`config.mk`:
```
export PLATFORM = sky130hd
export DESIGN_NAME = div_8bit_seq
export DESIGN_NICKNAME = d
export VERILOG_FILES = /design/src/rtl/div_8bit_seq_pkg.sv /design/src/rtl/div_8bit_seq_rbs_stage.sv /design/src/rtl/div_8bit_seq.sv
export SDC_FILE = /design/constraint.sdc
export NUM_CORES = 1
export LEC_CHECK = 0
export ABC_AREA = 1
export CORE_ASPECT_RATIO = 0.5
export CORE_UTILIZATION = 40
export DETAILED_ROUTE_END_ITERATION = 8
export GPL_ROUTABILITY_DRIVEN = 0
export PLACE_DENSITY = 0.62
export SYNTH_ARGS = -nofsm -noshare
export SYNTH_HDL_FRONTEND = slang
export SYNTH_SLANG_ARGS = --single-unit
```
`constraint.sdc`:
```
create_clock -name clk -period 4.7 [get_ports clk]
set_input_delay 0.94 -clock clk [delete_from_list [all_inputs] [get_ports clk]]
set_output_delay 0.94 -clock clk [all_outputs]
set_load 0.01 [all_outputs]
```
`src/rtl/div_8bit_seq_pkg.sv`:
```
// Shared types and constants for the sequential restoring divider.
package div_pkg;

  typedef enum logic [1:0] {
    IDLE = 2'd0,
    CALC = 2'd1,
    DONE = 2'd2
  } state_t;

  localparam int DIV_WIDTH = 8;
  localparam int CNT_W = $clog2(DIV_WIDTH + 1);
  localparam logic [DIV_WIDTH-1:0] DZ_QUOT = '1;

endpackage

```
`src/rtl/div_8bit_seq_rbs_stage.sv`:
```
// Combinational ripple-borrow subtractor: diff = a - b, one full-subtractor per bit.
module rbs_stage #(
  parameter int N = 9
) (
  input  logic [N-1:0] a,
  input  logic [N-1:0] b,
  output logic [N-1:0] diff,
  output logic         borrow_out
);

  logic [N:0] borrow;

  assign borrow[0] = 1'b0;

  for (genvar i = 0; i < N; i++) begin : g_bit
    assign diff[i]       = a[i] ^ b[i] ^ borrow[i];
    assign borrow[i + 1] = (~a[i] & b[i]) | (~(a[i] ^ b[i]) & borrow[i]);
  end

  assign borrow_out = borrow[N];

endmodule

```
`src/rtl/div_8bit_seq.sv`:
```
// Sequential unsigned restoring divider: one quotient bit per clock, MSB first,
// with registered quotient/remainder/divide-by-zero and a one-cycle done pulse.
module div_8bit_seq
  import div_pkg::*;
#(
  parameter int WIDTH = DIV_WIDTH
) (
  input  logic             clk,
  input  logic             rst_n,
  input  logic             start,
  input  logic [WIDTH-1:0] DVD,
  input  logic [WIDTH-1:0] DVS,
  output logic             busy,
  output logic             done,
  output logic [WIDTH-1:0] Q,
  output logic [WIDTH-1:0] R,
  output logic             DZ
);

  localparam int CW = $clog2(WIDTH + 1);
  localparam logic [CW-1:0] LAST_ITER = CW'(WIDTH - 1);

  state_t           state_q, state_d;
  logic [WIDTH-1:0] dvd_q, dvd_d;
  logic [WIDTH-1:0] dvs_q, dvs_d;
  logic [WIDTH-1:0] rem_q, rem_d;
  logic [WIDTH-1:0] quo_q, quo_d;
  logic [CW-1:0]    count_q, count_d;
  logic             busy_q, busy_d;
  logic             done_q, done_d;
  logic [WIDTH-1:0] q_q, q_d;
  logic [WIDTH-1:0] r_q, r_d;
  logic             dz_q, dz_d;

  logic [WIDTH:0]   trial;
  logic             borrow;
  logic             no_borrow;
  logic             accept;

  rbs_stage #(.N(WIDTH + 1)) u_rbs (
    .a          ({rem_q, dvd_q[WIDTH-1]}),
    .b          ({1'b0, dvs_q}),
    .diff       (trial),
    .borrow_out (borrow)
  );

  // A non-borrowing trial always has a clear top bit; folding it in keeps the full stage in use.
  assign no_borrow = ~borrow & ~trial[WIDTH];

  // The cycle where done is high already counts as idle for a new request.
  assign accept = start & ((state_q == IDLE) | ((state_q == DONE) & done_q));

  always_comb begin
    state_d = state_q;
    dvd_d   = dvd_q;
    dvs_d   = dvs_q;
    rem_d   = rem_q;
    quo_d   = quo_q;
    count_d = count_q;
    busy_d  = busy_q;
    done_d  = 1'b0;
    q_d     = q_q;
    r_d     = r_q;
    dz_d    = dz_q;

    if (accept) begin
      dvd_d   = DVD;
      dvs_d   = DVS;
      rem_d   = '0;
      quo_d   = '0;
      count_d = '0;
      busy_d  = 1'b1;
      state_d = (DVS == '0) ? DONE : CALC;
    end else begin
      case (state_q)
        CALC: begin
          rem_d   = no_borrow ? trial[WIDTH-1:0] : {rem_q[WIDTH-2:0], dvd_q[WIDTH-1]};
          quo_d   = {quo_q[WIDTH-2:0], no_borrow};
          dvd_d   = {dvd_q[WIDTH-2:0], 1'b0};
          count_d = count_q + 1'b1;
          if (count_q == LAST_ITER) begin
            q_d     = quo_d;
            r_d     = rem_d;
            dz_d    = 1'b0;
            done_d  = 1'b1;
            busy_d  = 1'b0;
            state_d = DONE;
          end
        end
        DONE: begin
          // Entered straight from IDLE only for a zero divisor; publish that result here.
          if (!done_q) begin
            q_d    = {WIDTH{1'b1}};
            r_d    = dvd_q;
            dz_d   = 1'b1;
            done_d = 1'b1;
            busy_d = 1'b0;
          end else begin
            state_d = IDLE;
          end
        end
        IDLE: begin
        end
        default: begin
          state_d = IDLE;
          busy_d  = 1'b0;
        end
      endcase
    end
  end

  always_ff @(posedge clk or negedge rst_n) begin
    if (!rst_n) begin
      state_q <= IDLE;
      dvd_q   <= '0;
      dvs_q   <= '0;
      rem_q   <= '0;
      quo_q   <= '0;
      count_q <= '0;
      busy_q  <= 1'b0;
      done_q  <= 1'b0;
      q_q     <= '0;
      r_q     <= '0;
      dz_q    <= 1'b0;
    end else begin
      state_q <= state_d;
      dvd_q   <= dvd_d;
      dvs_q   <= dvs_d;
      rem_q   <= rem_d;
      quo_q   <= quo_d;
      count_q <= count_d;
      busy_q  <= busy_d;
      done_q  <= done_d;
      q_q     <= q_d;
      r_q     <= r_d;
      dz_q    <= dz_d;
    end
  end

  assign busy = busy_q;
  assign done = done_q;
  assign Q    = q_q;
  assign R    = r_q;
  assign DZ   = dz_q;

endmodule

```
### Word-level counts from Yosys, hierarchy flattened

Cells that the tools add are included.

| word-level totals | value |
|---|---|
| bits in registers | 56 |
| bits of input ports | 19 |
| output and inout port bits | 19 |
| word-level logic and storage cells | 120 |

| operators by class | value |
|---|---|
| $add $sub $neg | 1 |
| eq/ne operators | 9 |
| muxes and demuxes | 30 |
| bitwise operators | 62 |
| reduce and logical (&&, ||, !) cells | 7 |

Operators with widths:

| kind | number |
|---|---|
| $mux 8 | 9 |
| $pmux 8 s2 | 2 |
| $and 1x1->1 | 19 |
| $not 1->1 | 19 |
| $xor 1x1->1 | 16 |
| $mux 7 | 2 |
| $ne 3x3->1 const B | 3 |
| $logic_not 8->1 | 1 |
| $mux 2 | 4 |
| $mux 4 | 2 |
| $or 1x1->1 | 8 |
| $mux 1 | 7 |
| $ne 2x2->1 const B | 3 |
| $pmux 2 s3 | 1 |
| $reduce_and 3->1 | 2 |
| $add 4x1->4 const B | 1 |
| $eq 4x3->1 const B | 1 |
| $pmux 1 s2 | 2 |
| $reduce_and 4->1 | 1 |
| $reduce_bool 2->1 | 2 |
| $pmux 1 s3 | 1 |
| $eq 2x1->1 const B | 1 |
| $eq 2x2->1 const B | 1 |
| $logic_not 2->1 | 1 |

### Longest topological paths before layout

| logic depth | value |
|---|---|
| depth in word-level cells | 22 |
| mapped depth | 17 |
| mapped depth without buffers | 17 |

### By module

A second synthesis with hierarchy kept.

| unflattened totals | value |
|---|---|
| cell total of the unflattened synthesis | 351 |
| area total of the unflattened synthesis | 2877.8 µm² |

By module, submodules not included:

| module | times used | cells each | area each (µm²) | sequential area each (µm²) |
|---|---|---|---|---|
| div_8bit_seq | 1 | 322 | 2630.0 | 1401.3 |
| rbs_stage | 1 | 29 | 247.7 | 0.0 |

### Worst setup path after synthesis

No wires, ideal clock.

| path | value |
|---|---|
| path kind | register -> register |
| start | register dvd_q[7] |
| end | register r_q[7] (netlist: R[7]) |
| library setup time | 0.065 ns |
| arrival time | 3.459 ns |
| setup slack | 1.176 ns |
| cell stages (with the launch flop) | 16 |
| buffers on the path | 0 |
| period minus slack after synthesis | 3.524 ns |
| path through | dfrtp_1 -> inv_1 -> ha_1 -> inv_1 -> fa_1 -> fa_1 -> fa_1 -> fa_1 -> fa_1 -> inv_1 -> fa_1 -> fa_1 -> nand3b_1 -> nand3_1 -> nand3_1 -> nand2_1 |

| on the way | value |
|---|---|
| word-level cells in the longest chain between the ends | 22 |

Ends and longest elaborated chain:

| element | RTL line | text |
|---|---|---|
| start, declared | div_8bit_seq.sv:24 | `logic [WIDTH-1:0] dvd_q, dvd_d;` |
| start signal, assigned | div_8bit_seq.sv:127 | `dvd_q <= dvd_d;` |
| $not 1->1 | div_8bit_seq_rbs_stage.sv:17 | `assign borrow[i + 1] = (~a[i] & b[i]) \| (~(a[i] ^ b[i]) & borrow[i]);` |
| $and 1x1->1 (2 in a row) | div_8bit_seq_rbs_stage.sv:17 |  |
| $or 1x1->1 | div_8bit_seq_rbs_stage.sv:17 |  |
| $and 1x1->1 | div_8bit_seq_rbs_stage.sv:17 |  |
| $or 1x1->1 | div_8bit_seq_rbs_stage.sv:17 |  |
| $and 1x1->1 | div_8bit_seq_rbs_stage.sv:17 |  |
| $or 1x1->1 | div_8bit_seq_rbs_stage.sv:17 |  |
| $and 1x1->1 | div_8bit_seq_rbs_stage.sv:17 |  |
| [5 not listed] | n/a |  |
| $and 1x1->1 | div_8bit_seq_rbs_stage.sv:17 |  |
| $or 1x1->1 | div_8bit_seq_rbs_stage.sv:17 |  |
| $and 1x1->1 / $xor 1x1->1 (equally long branches) | div_8bit_seq_rbs_stage.sv:17, div_8bit_seq_rbs_stage.sv:16 |  |
| $not 1->1 | div_8bit_seq.sv:48 | `assign no_borrow = ~borrow & ~trial[WIDTH];` |
| $and 1x1->1 | div_8bit_seq.sv:48 |  |
| $mux 8 | div_8bit_seq.sv:77 | `rem_d = no_borrow ? trial[WIDTH-1:0] : {rem_q[WIDTH-2:0], dvd_q[WIDTH-1]};` |
| $mux 8 | div_8bit_seq.sv:81 | `if (count_q == LAST_ITER) begin` |
| $pmux 8 s2 (*) | div_8bit_seq.sv:75 | `case (state_q)` |
| end signal, assigned | div_8bit_seq.sv:135 | `r_q <= r_d;` |
| end, declared | div_8bit_seq.sv:32 | `logic [WIDTH-1:0] r_q, r_d;` |

Mark *: on every way between the ends. The rest lies on a longest branch, timed or not. The select of a mux whose other input is x is not followed.
A chain may end at the register's enable or synchronous reset.

### Final worst setup path

| path | value |
|---|---|
| start | register dvd_q[7] |
| end | register r_q[5] (netlist: R[5]) |

| on the way | value |
|---|---|
| word-level cells in the longest chain between the ends | 22 |

Ends and longest elaborated chain:

| element | RTL line |
|---|---|
| $not 1->1 (*) | div_8bit_seq_rbs_stage.sv:17 |
| $and 1x1->1 (*) (2 in a row) | div_8bit_seq_rbs_stage.sv:17 |
| $or 1x1->1 (*) | div_8bit_seq_rbs_stage.sv:17 |
| $and 1x1->1 (*) | div_8bit_seq_rbs_stage.sv:17 |
| $or 1x1->1 (*) | div_8bit_seq_rbs_stage.sv:17 |
| $and 1x1->1 (*) | div_8bit_seq_rbs_stage.sv:17 |
| $or 1x1->1 (*) | div_8bit_seq_rbs_stage.sv:17 |
| $and 1x1->1 (*) | div_8bit_seq_rbs_stage.sv:17 |
| [5 not listed] | n/a |
| $and 1x1->1 | div_8bit_seq_rbs_stage.sv:17 |
| $or 1x1->1 | div_8bit_seq_rbs_stage.sv:17 |
| $and 1x1->1 / $xor 1x1->1 (equally long branches) | div_8bit_seq_rbs_stage.sv:17, div_8bit_seq_rbs_stage.sv:16 |
| $not 1->1 | div_8bit_seq.sv:48 |
| $and 1x1->1 | div_8bit_seq.sv:48 |
| $mux 8 (*) | div_8bit_seq.sv:77 |
| $mux 8 (*) | div_8bit_seq.sv:81 |
| $pmux 8 s2 (*) | div_8bit_seq.sv:75 |

Marks and branches as above.

==> results.txt <==
----------------------------------------------------
[CTS]
  Num CTS Buffers ... 5
  Number of clock sinks ... 56
  H-tree levels ... 2
  Reg clk slew, reported paths ... 70 ps
  Source-to-sink clock delay at the later pin of the worst-skew pair ... 290 ps
  Post-CTS Repair Setup Buffers ... 0
  TritonCTS clock tree ... yes
  Library cell used as clock root buffer ... sky130_fd_sc_hd__clkbuf_16
  Hold buffer count at CTS ... 0
  CTS max path bufs ... 2
  Count of cells resized by post-cts repair ... 0

[STA]
  Hold Vio Cnt, Final ... 0
  Minimum period implied by the final worst setup slack ... 3910 ps
  Final-layout setup total negative slack ... 0 ps
  Final setup violation count ... 0
  Period Utilization, post-route ... 83.1%
  Total count of max-transition violations in the final report ... 0
  Unrepaired setup endpoints after global routing ... false
  Worst Clk Skew ... 4.59 ps
  Highest achievable clock rate ... 256 MHz
  Relative max-transition margin ... 61.5%
  Tightest Pin Transition ... 578 ps

[Setup path]
  Slowest cell on the critical path ... sky130_fd_sc_hd__dfrtp_1
  Sequence of cells on the critical path ... inv_1 > ha_1 > inv_1 > fa_1 > fa_1 > fa_1 > fa_1 > fa_1 > inv_1 > fa_1 > fa_1 > inv_1 > nand2_1 > nand3_1 > nand3_1 > nand3_1 > nand2_1
  Dominant cell type by count on the critical path ... sky130_fd_sc_hd__fa_1
  Required time of the worst setup path ... 4940 ps
  Setup CP Type ... register to register
  Worst path arrival time ... 4140 ps
  Delay of the slowest cell on the worst path ... 390 ps
  Kind of capture point of the worst setup path ... register
  Critical path peak fanout ... 9
  Sort of element at the start of the critical path ... register

[Synth]
  Syn_area_per_cell ... 8.62 µm²
  Count of state elements after synthesis ... 56
  Synth warnings ... 0
  Cell area after technology mapping ... 2830 µm²
  Number of different library cells in the post-synthesis netlist ... 25
  Post-Syn Nets ... 359
  Register area share after synthesis ... 49.6%
  Instance count of the mapped netlist ... 328

[Pwr]
  Worst VDD drop ... 202 µV
  P per Cell Area ... 674 nW/µm²
  Leakage dissipation ... 1.65 nW
  Sum of internal, switching and leakage power ... 0.00229 W

[Route]
  DRT iter0 DRCs ... 165
  DR WL/cell ... 13.4 µm
  Router iterations before antenna repair ... 4
  Number of vias after detailed routing ... 2219
  Vias/cell ... 4.87
  Wire length reported by the detailed router ... 6130 µm
  Number of DRC violations after detailed routing ... 0
  Number of nets with antenna violations after detailed routing ... 0

[Floorplan]
  Vert. Die Dim ... 61.5 µm
  Full die area ... 7430 µm²
  Floorplan die width ... 121 µm
  Starting density of the core ... 41.9%
  Total number of placement rows ... 21
  Count of boundary I/O pins ... 38
  Core Area ... 6750 µm²

[Min path]
  Worst min path class ... register to register

[Finish]
  Ant diodes ... 0
  Layout cells sized above 1 ... 10.4%
  Final core area utilization ... 50.3%
  Number of nets in the layout ... 394
  Syn-to-layout area delta ... 20.1%

[Place]
  Number of I/O port buffers ... 37
  Placed wire-length estimate after detailed placement ... 4450 µm

[Global route]
  Pin count of the biggest net entering global routing ... 36
  Wire length of the first global-routing pass ... 10300 µm
  Total global routing overflow ... 0
  GRT Resource Usage Total ... 18.4%
  Number of global-route vias before repair ... 2037
  Antenna violations before repair ... 0

[Outcome]
  Outcome ... finished, final reports clean

[Run]
  Number of max-cap violations ... 0

----------------------------------------------------
-- report_power, final --
part	switching [W]	internal, W	leakage (nW)
Clock	0.000175	0.000200	0.0742
Sequential	0.000119	0.000659	0.734
Combinational	0.000700	0.000437	0.838
Total	0.000994	0.00130	1.65
-- sequential cells by signal (all words and copies together) (netlist names) --
name	cells
state_q	2
dvs_q	8
quo_q	7
count_q	4
done	1
DZ	1
R	8
Q	8
rem_q	8
busy	1
dvd_q	8
-- layout by cell type (no fill, tap or decap), types with 2 or more instances in the layout --
| cell type | count |
|---|---|
| sky130_fd_sc_hd__nor2_1 | 15 |
| sky130_fd_sc_hd__o21ai_0 | 14 |
| sky130_fd_sc_hd__fa_1 | 7 |
| sky130_fd_sc_hd__o211ai_1 | 2 |
| sky130_fd_sc_hd__nand3b_1 | 3 |
| sky130_fd_sc_hd__nand2_2 | 3 |
| sky130_fd_sc_hd__inv_1 | 28 |
| sky130_fd_sc_hd__o21ai_2 | 10 |
| sky130_fd_sc_hd__nand2_4 | 2 |
| sky130_fd_sc_hd__clkbuf_16 | 5 |
| sky130_fd_sc_hd__or2_2 | 7 |
| sky130_fd_sc_hd__o22ai_1 | 5 |
| sky130_fd_sc_hd__dfrtp_1 | 56 |
| sky130_fd_sc_hd__inv_2 | 4 |
| sky130_fd_sc_hd__nand2_1 | 110 |
| sky130_fd_sc_hd__nand3_1 | 41 |
| sky130_fd_sc_hd__ha_1 | 5 |
| sky130_fd_sc_hd__a21oi_1 | 2 |
| sky130_fd_sc_hd__clkdlybuf4s50_1 | 36 |
-- critical path, delay by kind of cell, from the launching register on --
kind | cells | cell delay [ps]
buffers and inverters | 4 | 280
adders and majority gates | 8 | 2460
and+or+nand+nor | 5 | 720
DFF | 1 | 390
-- routing by layer --
| layer | vias up | part of all wire, % | GRT usage [%] |
|---|---|---|---|
| li1 | 1113 | - | - |
| met1 | 1056 | 55 | 27.8 |
| met2 | 44 | 41 | 27.8 |
| met3 | 6 | 3.2 | 3.33 |
| met4 | 0 | 0.96 | 4.06 |
| met5 | - | 0 | 0 |
-- cell usage after synthesis --
master | instances | area [µm²]
sky130_fd_sc_hd__nand2_1 | 110 | 413
sky130_fd_sc_hd__dfrtp_1 | 56 | 1400
sky130_fd_sc_hd__nand3_1 | 41 | 205
sky130_fd_sc_hd__inv_1 | 28 | 105
sky130_fd_sc_hd__nor2_1 | 15 | 56.3
sky130_fd_sc_hd__o21ai_0 | 14 | 70.1
sky130_fd_sc_hd__o21ai_2 | 10 | 87.6
sky130_fd_sc_hd__fa_1 | 7 | 140
sky130_fd_sc_hd__or2_2 | 7 | 43.8
sky130_fd_sc_hd__buf_2 | 5 | 25.0
sky130_fd_sc_hd__ha_1 | 5 | 62.6
sky130_fd_sc_hd__o22ai_1 | 5 | 31.3
sky130_fd_sc_hd__inv_2 | 4 | 15.0
sky130_fd_sc_hd__nand2_2 | 3 | 18.8
sky130_fd_sc_hd__nand3b_1 | 3 | 22.5
sky130_fd_sc_hd__a21oi_1 | 2 | 10.0
sky130_fd_sc_hd__buf_4 | 2 | 15.0
sky130_fd_sc_hd__buf_6 | 2 | 22.5
sky130_fd_sc_hd__nand2_4 | 2 | 22.5
sky130_fd_sc_hd__o211ai_1 | 2 | 15.0
sky130_fd_sc_hd__clkbuf_1 | 1 | 3.75
sky130_fd_sc_hd__nand3_4 | 1 | 17.5
sky130_fd_sc_hd__nor2_4 | 1 | 11.3
sky130_fd_sc_hd__nor3b_1 | 1 | 7.51
sky130_fd_sc_hd__o21ai_1 | 1 | 5.00
-- cells by family (layout without fill, tap and decap cells) --
logic type | Yosys count | in the layout | share of synthesized area, %
AND/OR/NAND/NOR | 184 | 184 | 28.9
flip-flops | 56 | 56 | 49.6
adder cells (fa/ha/maj) | 12 | 12 | 7.17
AO/OA/AOI/OAI | 34 | 34 | 7.74
buffers and inverters | 42 | 78 | 6.59
-- worst paths after layout --
| check | start | to | slack [ps] | depth (start not counted) |
|---|---|---|---|---|
| worst max register to register | dvd_q[7]$_DFFE_PN0P_ | R[5]$_DFFE_PN0P_ | 790 | 17 |
| worst max-delay path | dvd_q[7]$_DFFE_PN0P_ | R[5]$_DFFE_PN0P_ | 790 | 17 |
| min in group asynchronous | rst_n | DZ$_DFFE_PN0P_ | 600 | 1 |
| worst min register to register | Q[1]$_DFFE_PN0P_ | Q[1]$_DFFE_PN0P_ | 480 | 2 |
| max in group asynchronous | rst_n | rem_q[1]$_DFFE_PN0P_ | 3250 | 2 |
| worst min-delay path | Q[1]$_DFFE_PN0P_ | Q[1]$_DFFE_PN0P_ | 480 | 2 |
-- per-stage QoR --
step / cell area (µm²) / setup slack, ps / hold WS, ps / std cells
floorplan: 2830 / 1180 / 449 / 328
global placement: 3250 / 915 / 466 / 448
detailed placement: 3250 / 866 / 469 / 448
CTS: 3400 / 810 / 487 / 456
global route: 3400 / 555 / 509 / 456
finish: 3400 / 795 / 483 / 456
-- final cells by class --
type | count | area (µm²)
clock inverter | 3 | 22.5
tap | 92 | 115
fill | 623 | 3360
inverter | 32 | 120
multi-input combinational | 230 | 1240
sequential | 56 | 1400
clock buffer | 5 | 125
timing repair buffer | 38 | 373
No activity file was read; power rests on OpenSTA's default activity.
